`src/rtl/lfsr_share_ctrl.sv`:
```
// ---------------------------------------------------------------------------
// lfsr_share_ctrl
//
// Shares one 4-bit Fibonacci LFSR among NUM_REQ requesters. A round-robin
// arbiter picks one requester at a time. Each grant hands the current LFSR
// value to exactly one requester, and the LFSR then advances one step.
//
// Handshake: req_i is a level request held until granted. gnt_o is a
// one-cycle one-hot pulse that comes with rnd_o/rnd_valid_o. A requester
// drops req_i in the cycle after its grant. A request still high at that
// point counts as a new request.
//
// Ports
//   clk          clock, all logic on posedge
//   reset        synchronous, active-high
//   req_i        per-requester request (level)
//   seed_load_i  load seed_i into the LFSR (highest priority)
//   seed_i       seed value; zero is replaced by SEED
//   gnt_o        one-hot grant pulse, one cycle
//   rnd_o        random value, registered, holds when not valid
//   rnd_valid_o  high in the grant cycle
//   busy_o       high while the FSM is in GRANT (FSM state visibility)
//   grant_cnt_o  saturating grant count since reset / seed load
//   wrap_o       pulse in a grant cycle whose advance returns to the seed
// ---------------------------------------------------------------------------
module lfsr_share_ctrl #(
    parameter int         NUM_REQ = 4,
    parameter logic [3:0] SEED    = 4'hE,
    parameter int         CNT_W   = 8
) (
    input  logic               clk,
    input  logic               reset,
    input  logic [NUM_REQ-1:0] req_i,
    input  logic               seed_load_i,
    input  logic [3:0]         seed_i,
    output logic [NUM_REQ-1:0] gnt_o,
    output logic [3:0]         rnd_o,
    output logic               rnd_valid_o,
    output logic               busy_o,
    output logic [CNT_W-1:0]   grant_cnt_o,
    output logic               wrap_o
);

    localparam int PTR_W = (NUM_REQ > 1) ? $clog2(NUM_REQ) : 1;

    typedef enum logic {
        S_IDLE  = 1'b0,
        S_GRANT = 1'b1
    } state_t;

    state_t               r_state;
    logic [3:0]           r_lfsr;
    logic [3:0]           r_active;   // seed the wrap detector compares against
    logic [PTR_W-1:0]     r_ptr;      // index of the last winner
    logic [PTR_W-1:0]     r_win;      // winner latched in IDLE
    logic [NUM_REQ-1:0]   r_gnt;
    logic [3:0]           r_rnd;
    logic                 r_valid;
    logic [CNT_W-1:0]     r_cnt;

    logic [3:0]           w_nxt;
    logic [3:0]           w_seed;
    logic                 w_any;
    logic                 w_found;
    logic [PTR_W-1:0]     w_win;
    logic [PTR_W-1:0]     w_idx;
    logic [NUM_REQ-1:0]   w_win_oh;

    assign w_nxt  = {r_lfsr[2:0], r_lfsr[3] ^ r_lfsr[1]};
    // A zero seed would lock the LFSR at zero forever.
    assign w_seed = (seed_i == 4'h0) ? SEED : seed_i;
    assign w_any  = |req_i;

    // Round-robin search starting one past the last winner, wrapping
    // modulo NUM_REQ (which need not be a power of two).
    always_comb begin
        w_found = 1'b0;
        w_win   = r_ptr;
        w_idx   = r_ptr;
        for (int k = 1; k <= NUM_REQ; k++) begin
            w_idx = PTR_W'((int'(r_ptr) + k) % NUM_REQ);
            if (!w_found && req_i[w_idx]) begin
                w_found = 1'b1;
                w_win   = w_idx;
            end
        end
    end

    assign w_win_oh = {{(NUM_REQ-1){1'b0}}, 1'b1} << w_win;

    always_ff @(posedge clk) begin
        if (reset) begin
            r_state  <= S_IDLE;
            r_lfsr   <= SEED;
            r_active <= SEED;
            r_ptr    <= PTR_W'(NUM_REQ - 1);
            r_win    <= '0;
            r_gnt    <= '0;
            r_rnd    <= 4'h0;
            r_valid  <= 1'b0;
            r_cnt    <= '0;
        end else begin
            // Grant outputs are single-cycle pulses.
            r_gnt   <= '0;
            r_valid <= 1'b0;
            if (seed_load_i) begin
                // A load overrides the advance of a grant in progress. The
                // grant itself was already presented this cycle, so the
                // pointer still moves to its winner.
                r_lfsr   <= w_seed;
                r_active <= w_seed;
                r_cnt    <= '0;
                r_state  <= S_IDLE;
                if (r_state == S_GRANT) begin
                    r_ptr <= r_win;
                end
            end else begin
                case (r_state)
                    S_IDLE: begin
                        if (w_any) begin
                            r_win   <= w_win;
                            r_gnt   <= w_win_oh;
                            r_rnd   <= r_lfsr;
                            r_valid <= 1'b1;
                            r_state <= S_GRANT;
                        end
                    end
                    S_GRANT: begin
                        r_lfsr  <= w_nxt;
                        r_ptr   <= r_win;
                        if (r_cnt != {CNT_W{1'b1}}) begin
                            r_cnt <= r_cnt + 1'b1;
                        end
                        r_state <= S_IDLE;
                    end
                    default: r_state <= S_IDLE;
                endcase
            end
        end
    end

    assign gnt_o       = r_gnt;
    assign rnd_o       = r_rnd;
    assign rnd_valid_o = r_valid;
    assign busy_o      = (r_state == S_GRANT);
    assign grant_cnt_o = r_cnt;
    // A load in the grant cycle cancels the advance, so no wrap is reported.
    assign wrap_o      = (r_state == S_GRANT) && (w_nxt == r_active) && !seed_load_i;

endmodule
```
`config.mk`:
```
export PLATFORM = sky130hd
export DESIGN_NAME = lfsr_share_ctrl
export DESIGN_NICKNAME = d
export VERILOG_FILES = /design/src/rtl/lfsr_share_ctrl.sv
export SDC_FILE = /design/constraint.sdc
export NUM_CORES = 1
export LEC_CHECK = 0
export ABC_AREA = 0
export CELL_PAD_IN_SITES_DETAIL_PLACEMENT = 0
export CELL_PAD_IN_SITES_GLOBAL_PLACEMENT = 1
export CORE_MARGIN = 5
export CORE_UTILIZATION = 32
export DETAILED_ROUTE_END_ITERATION = 16
export PLACE_DENSITY = 0.76
export SLEW_MARGIN = 20
export SYNTH_ARGS = -nofsm -noshare
export SYNTH_HDL_FRONTEND = slang
export SYNTH_SLANG_ARGS = --single-unit
export TNS_END_PERCENT = 30
```
`constraint.sdc`:
```
create_clock -name clk -period 1.4 [get_ports clk]
set_input_delay 0.28 -clock clk [delete_from_list [all_inputs] [get_ports clk]]
set_output_delay 0.28 -clock clk [all_outputs]
set_load 0.02 [all_outputs]
```
==> results.md, run 1 <==
- Final setup fails: 1
- Flops & latches, synth: 29
- Routability cong.: 0.786
- Failing checks: setup timing
- Number of global-route vias before repair: 1175
- Logic pwr share: 17.7%
- Tmin final: 1.62 ns
- Routed Antenna Nets: 0
- Power Density: 963 nW/um^2
- Synthesized-area fraction occupied by and/or/nand/nor cells: 21.3%
- Starting Density: 32.6%
- Reg clk slew, reported paths: 0.06 ns
- Sw power: 0.000505 W
- Worst r2r dst: grant_cnt_o[6]$_SDFFE_PP0P_
- VDD IR max: 0.000507 V
- Slowest stage delay, CP: 0.34 ns
- Sw frac: 26.9%
- DR vias: 1228
- Seq/Total Area, Yosys: 44.8%
- Cell variety after synth: 42
- Worst Hold Path EP: rnd_o[2]$_SDFFE_PP0P_
- Number of remaining DRC errors: 0
- First-pass detailed-route iteration total: 4
- Clk_lat worst skew: 0.28 ns
- Syn Inst Count: 146
- Cell row count: 23
- Status: finished, violations left
- Critical Path RT: 1.12 ns
- Worst clock skew: 0.00647 ns
- Slowest CP cell: dfxtp_2
- Finished Core Util: 49.1%
- Post-Synth XOR/XNOR Area: 6.09%
- Post-DP HPWL: 2340 um
- CTS H-Tree Depth: 2
- Top-area cell type share of the netlist area: 44.8%
- Leak pwr: 0.856 nW
- GR Overflow Total: 0
- Worst Hold Class: reg2reg
- Post-CTS Setup Repair Bufs: 0
- Vias per std cell: 4.93
- Post-synth EDFFs: 0
- Share of layout cells above drive strength 1: 28.1%
- Pins Over Slew Limit: 0
- Number of buffers and inverters on the critical path: 1
- Maximum clock rate: 616 MHz
- Synth Area in Compound Gates: 18.3%
- Setup Crit Path Kind: reg2out
- Yosys Warn Count: 0
- Largest net degree at the start of global routing: 16
- Die H: 73.6 um
- Post-synth net total: 158
- CTS Sinks: 29
- First-pass GRT wire length: 5040 um
- Routed WL: 3110 um
- CTS tree: yes
- Initial antenna violation count: 0
- Clk pwr share: 34.3%
- Yosys top cell by area: dfxtp_1
- CP endpoint kind: output port
- CP Launch Type: flip-flop
- Die area: 5420 um^2
- Maximum capacitance violations: 0
- Syn_area_per_cell: 8.87 um^2
- Inserted Clock Buffers: 5
- Post-synthesis mux area share: 4.64%
- Register share of total power: 47.9%
- Top Ports: 30
- Worst-Margin Slew: 0.312 ns
- Netlist Area Pre-Place: 1290 um^2
- Internal power: 0.00137 W
- Routed len/inst: 12.5 um
- Fraction of registers with async set/reset: 0%
- RSZ-0062 raised after global routing: yes
- R2R depth: 5
- Setup ws final: -0.224 ns
- Final worst path period share: 116%
- Worst slack, placed: -0.567 ns
- CTS Root Cell: clkbuf_8
- ANT cells: 0
- Worst EP arrival: 1.34 ns
- Adder-Cell Fraction of Synth Area: 0.966%
- Core Area: 3970 um^2
- Area Overhead vs Synth: 50.6%
- Hold_buf cts: 0
- Final hold vios: 0
- Combinational family with the most area after synthesis: simple AND/OR/NAND/NOR gates
- Port buffer count: 29
- Critical path's top delay family: flip-flops
- Largest cells by area after synthesis: dfxtp_1, mux2i_1, nor2_1
- Max-slew headroom: 79.2%
- Synth Flop Type: dfxtp_1
- DR iter-0 viols: 37
- CTS max path bufs: 2
- R2R setup slack: 0.04 ns
- Die Wd: 73.6 um
- Total global-route track usage: 12.1%
- Hold path start: rnd_o[2]$_SDFFE_PP0P_
- Fin nets: 210
- Worst hold stages: 2
- Worst-path maximum fanout: 3
- Worst-path cell chain: xnor2_2, xnor2_1, nor4_4, buf_4
- Reg2reg start: grant_cnt_o[0]$_SDFFE_PP0P_
[logic make-up after synthesis]
kind of cell / Yosys count
simple gates: 55
compound gates: 34
buf+inv: 12
fa+ha+maj: 1
mux: 6
xor+xnor: 9
flops: 29
[sequential cells by signal (all words and copies together) (netlist names)]
register and count:
grant_cnt_o 8, busy_o 1, gnt_o 4, r_lfsr 4
r_ptr 2, r_active 4, rnd_o 4, r_win 2
[tightest hold or removal path: stages (launching register included)]
cell and delay, ns:
dfxtp_1 0.31, nand2_1 0.05, a21oi_1 0.06
[what timing repair did]
| action | in CTS | in global routing |
|---|---|---|
| pin swaps | 0 | 4 |
| endpoints found under the setup margin | 21 | 14 |
| gates resized for setup | 27 | 17 |
[layer usage]
layer  track usage, %  part of all wire (%)  vias up
li1                 -                     -      625
met1             13.8                    44      573
met2             19.9                    48       26
met3             5.06                   6.4        4
met4             4.63                   1.3        0
met5                0                     0        -
[cell usage after synthesis (all sizes together), types with 2 or more instances]
cell type,n
dfxtp,29
nor2,16
nand2,14
a21oi,9
o21ai,9
inv,6
mux2i,6
xnor2,6
nor3,5
a211oi,3
and3,3
buf,3
clkbuf,3
nand3,3
nand4,3
nor4,3
o21a,3
xor2,3
nand2b,2
nand3b,2
[per-stage QoR]
step / power [W] / cells / instance area [um^2] / hold WS (ns) / TNS [ns]
finish: 0.00188 / 249 / 1950 / 0.462 / -0.224
global route: 0.00197 / 249 / 1950 / 0.483 / -0.318
CTS: 0.00189 / 249 / 1900 / 0.464 / -0.262
detailed placement: 0.00123 / 241 / 1820 / 0.454 / -4.29
global placement: 0.00123 / 241 / 1820 / 0.452 / -4.00
floorplan: 0.00109 / 146 / 1330 / 0.348 / -0.00555
[power groups by stage]
stage / clock [W] / sequential, W / combinational [W]
2_1_floorplan: 0 / 0.000934 / 0.000155
3_3_place_gp: 0 / 0.000915 / 0.000312
3_5_place_dp: 0 / 0.000915 / 0.000319
4_1_cts: 0.000678 / 0.000899 / 0.000316
5_1_grt: 0.000702 / 0.000905 / 0.000364
6_report: 0.000645 / 0.000901 / 0.000333
[worst max-delay path by stage]
stage | to | depth (start not counted) | from | slack (ns)
2_1_floorplan | wrap_o | 3 | busy_o$_SDFF_PP0_ | -0.006
3_3_place_gp | wrap_o | 4 | seed_load_i | -0.55
3_5_place_dp | wrap_o | 4 | seed_load_i | -0.57
4_1_cts | wrap_o | 5 | r_lfsr[1]$_SDFFE_PP1P_ | -0.26
5_1_grt | wrap_o | 5 | r_lfsr[1]$_SDFFE_PP1P_ | -0.32
6_report | wrap_o | 4 | r_lfsr[1]$_SDFFE_PP1P_ | -0.22
[final cells by class]
class | instances | area [um^2]
fillers | 384 | 2020
multi-input cells | 105 | 763
flip-flops and latches | 29 | 588
repair buffers | 51 | 432
clock buffers | 6 | 72.6
well taps | 50 | 62.6
inverters | 6 | 22.5
clock inverters | 2 | 10.0
[placed cells by master (no fill, tap or decap), types with 3 or more instances in the layout]
cell type,Yosys,final
dfxtp_1,29,25
buf_4,1,22
dlygate4sd2_1,0,16
nand2_1,14,14
nor2_1,15,13
a21oi_1,9,8
clkdlybuf4s50_1,0,8
o21ai_0,7,7
mux2i_1,6,6
nor3_1,5,5
inv_1,5,5
clkbuf_8,0,5
xnor2_1,6,4
xor2_1,3,3
nor2_2,1,3
o21a_1,3,3
nand4_1,3,3
and3_1,3,3
dfxtp_2,0,3
No activity file was read; power rests on OpenSTA's default activity.
==> run 2: changes to the inputs <==
--- a/config.mk
+++ b/config.mk
@@ -10,8 +10,10 @@
 export CELL_PAD_IN_SITES_GLOBAL_PLACEMENT = 1
 export CORE_MARGIN = 5
 export CORE_UTILIZATION = 32
+export CTS_CLUSTER_DIAMETER = 150
 export DETAILED_ROUTE_END_ITERATION = 16
 export PLACE_DENSITY = 0.76
+export RECOVER_POWER = 100
 export SLEW_MARGIN = 20
 export SYNTH_ARGS = -nofsm -noshare
 export SYNTH_HDL_FRONTEND = slang
==> constraint.sdc (replaced) <==
create_clock -name clk -period 1.45 [get_ports clk]
set_input_delay 0.29 -clock clk [delete_from_list [all_inputs] [get_ports clk]]
set_output_delay 0.29 -clock clk [all_outputs]
set_load 0.02 [all_outputs]
==> results.md, run 2 (synthesis results as in run 1) <==
- Worst-path cell chain: xnor2_2, nand3b_1, nor4_4, buf_4
- Initial antenna violation count: 0 (unchanged)
- VDD IR max: 0.000670 V (+32%)
- Tmin final: 1.57 ns
- Status: finished, violations left
- Inserted Clock Buffers: 5 (unchanged)
- Worst Hold Class: reg2reg
- First-pass detailed-route iteration total: 4 (unchanged)
- Number of remaining DRC errors: 0 (unchanged)
- Final setup fails: 2 (+1)
- CTS Sinks: 29 (unchanged)
- Final worst path period share: 109%
- Post-DP HPWL: 2290 um (-2.1%)
- DR vias: 1234 (+0.49%)
- CTS max path bufs: 2 (unchanged)
- RSZ-0062 raised after global routing: yes
- Final hold vios: 0 (unchanged)
- CP endpoint kind: output port
- Setup Crit Path Kind: reg2out
- GR Overflow Total: 0 (unchanged)
- Failing checks: setup timing
- Die area: 5420 um^2 (unchanged)
- Finished Core Util: 47.6% (-1.5 points)
- Worst-path maximum fanout: 3 (unchanged)
- Pins Over Slew Limit: 0 (unchanged)
- CTS H-Tree Depth: 2 (unchanged)
- Number of buffers and inverters on the critical path: 1 (unchanged)
- Number of global-route vias before repair: 1226 (+4.3%)
- Slowest stage delay, CP: 0.38 ns (+0.04 ns)
- Routed len/inst: 12.3 um (-1.8%)
- Die Wd: 73.6 um (unchanged)
- DR iter-0 viols: 47 (+27%)
- Worst clock skew: 0.00812 ns (+0.00165 ns)
- Placed instance area: 1770 um^2 (-2.6%)
- Die H: 73.6 um (unchanged)
- Largest net degree at the start of global routing: 18 (+2)
- Worst EP arrival: 1.28 ns (-0.06 ns)
- Fin nets: 205 (-2.4%)
- Share of layout cells above drive strength 1: 22.2% (-6.0 points)
- Routed WL: 2990 um (-3.7%)
- Top Ports: 30 (unchanged)
- First-pass GRT wire length: 5290 um (+4.9%)
- CTS tree: yes
- Clk_lat worst skew: 0.28 ns (about the same)
- Most common cell after layout, fill and taps aside: dfxtp_1
- Routability cong.: 0.725 (-7.7%)
- Slowest CP cell: dfxtp_4
- Post-CTS Setup Repair Bufs: 0 (unchanged)
- CTS Root Cell: clkbuf_8
- R2R depth: 5 (unchanged)
- Largest register FFs: 8 (unchanged)
- CP Launch Type: flip-flop
- Reg clk slew, reported paths: 0.06 ns (about the same)
- Worst-Margin Slew: 0.475 ns (+0.163 ns)
- Routed Antenna Nets: 0 (unchanged)
- Core Area: 3970 um^2 (unchanged)
- Worst slack, placed: -0.629 ns (-0.0621 ns)
- Setup ws final: -0.124 ns (+0.0992 ns)
- Area Overhead vs Synth: 45.9%
- Worst hold stages: 2 (unchanged)
- Cell area after layout: 1890 um^2 (-3.1%)
- Leak pwr: 0.829 nW (-3.1%)
- Crit path depth: 4 (unchanged)
- Total global-route track usage: 12.5% (+0.40 points)
- Starting Density: 32.6% (unchanged)
- Final TNS setup: -0.142 ns (+0.0821 ns)
- ANT cells: 0 (unchanged)
- Critical path's top delay family: flip-flops
- Port buffer count: 29 (unchanged)
- Fill count: 393 (+2.3%)
- Most frequent cells in the layout: dfxtp_1, dlygate4sd2_1, nor2_1, nand2_1, buf_4
- Vias per std cell: 5.06 (+2.5%)
- Power Density: 1070 nW/um^2 (+11%)
- Maximum clock rate: 635 MHz
- Total power: 0.00202 W (+7.3%)
- Cell row count: 23 (unchanged)
- Critical Path RT: 1.16 ns (+0.04 ns)
- Maximum capacitance violations: 0 (unchanged)
- Max-slew headroom: 68.4% (-11 points)
[run 2: worst paths after layout]
check | from | endpoint | slack (ns)
worst max-delay path | r_lfsr[1]$_SDFFE_PP1P_ | wrap_o | -0.12
worst min-delay path | rnd_o[0]$_SDFFE_PP0P_ | rnd_o[0]$_SDFFE_PP0P_ | 0.45
worst max register to register | grant_cnt_o[1]$_SDFFE_PP0P_ | grant_cnt_o[6]$_SDFFE_PP0P_ | -0.02
worst min register to register | rnd_o[0]$_SDFFE_PP0P_ | rnd_o[0]$_SDFFE_PP0P_ | 0.45
[run 2: layer usage]
layer  up-vias  wire length (um)  track usage, %
li1        612                 -               -
met1       582              1320            14.4
met2        36              1430            21.3
met3         4               227            5.20
met4         0                16            3.02
met5         -                 0               0
[run 2: area by class of cell]
| type | count | area, um^2 | share of cell area, % |
|---|---|---|---|
| clock buffers | 7 | 86.3 | 4.57 |
| multi-input cells | 105 | 708 | 37.5 |
| flip-flops and latches | 29 | 587 | 31.1 |
| clock inverters | 1 | 30.0 | 1.59 |
| well taps | 50 | 62.6 | 3.31 |
| repair buffers | 46 | 393 | 20.8 |
| inverters | 6 | 22.5 | 1.19 |
[run 2: worst reg2reg max path, delay by kind of cell (launching register included)]
| kind | cells | cell delay, ns |
|---|---|---|
| AO/OA/AOI/OAI | 1 | 0.09 |
| adder cells (fa/ha/maj) | 1 | 0.26 |
| flip-flops | 1 | 0.37 |
| AND/OR/NAND/NOR | 3 | 0.62 |
[run 2: power breakdown]
group          internal [W]  leakage [nW]  switching (W)  total, W
clock              0.000559        0.0585       0.000294  0.000853
sequential         0.000839         0.238      0.0000300  0.000869
combinational      0.000141         0.533       0.000154  0.000295
[run 2: what timing repair did]
item / 4_1_cts / 5_1_grt
gates resized for setup: 28 / 12
pin swaps: 0 / 2
hold buffers: 0 / 0
setup endpoints to repair: 19 / 11
hold endpoints to repair: 0 / 0
[run 2: stage by stage]
step / cells / hold WS, ns
2_1_floorplan: 146 / 0.358
3_3_place_gp: 236 / 0.449
3_5_place_dp: 236 / 0.456
4_1_cts: 244 / 0.462
5_1_grt: 244 / 0.488
6_report: 244 / 0.453
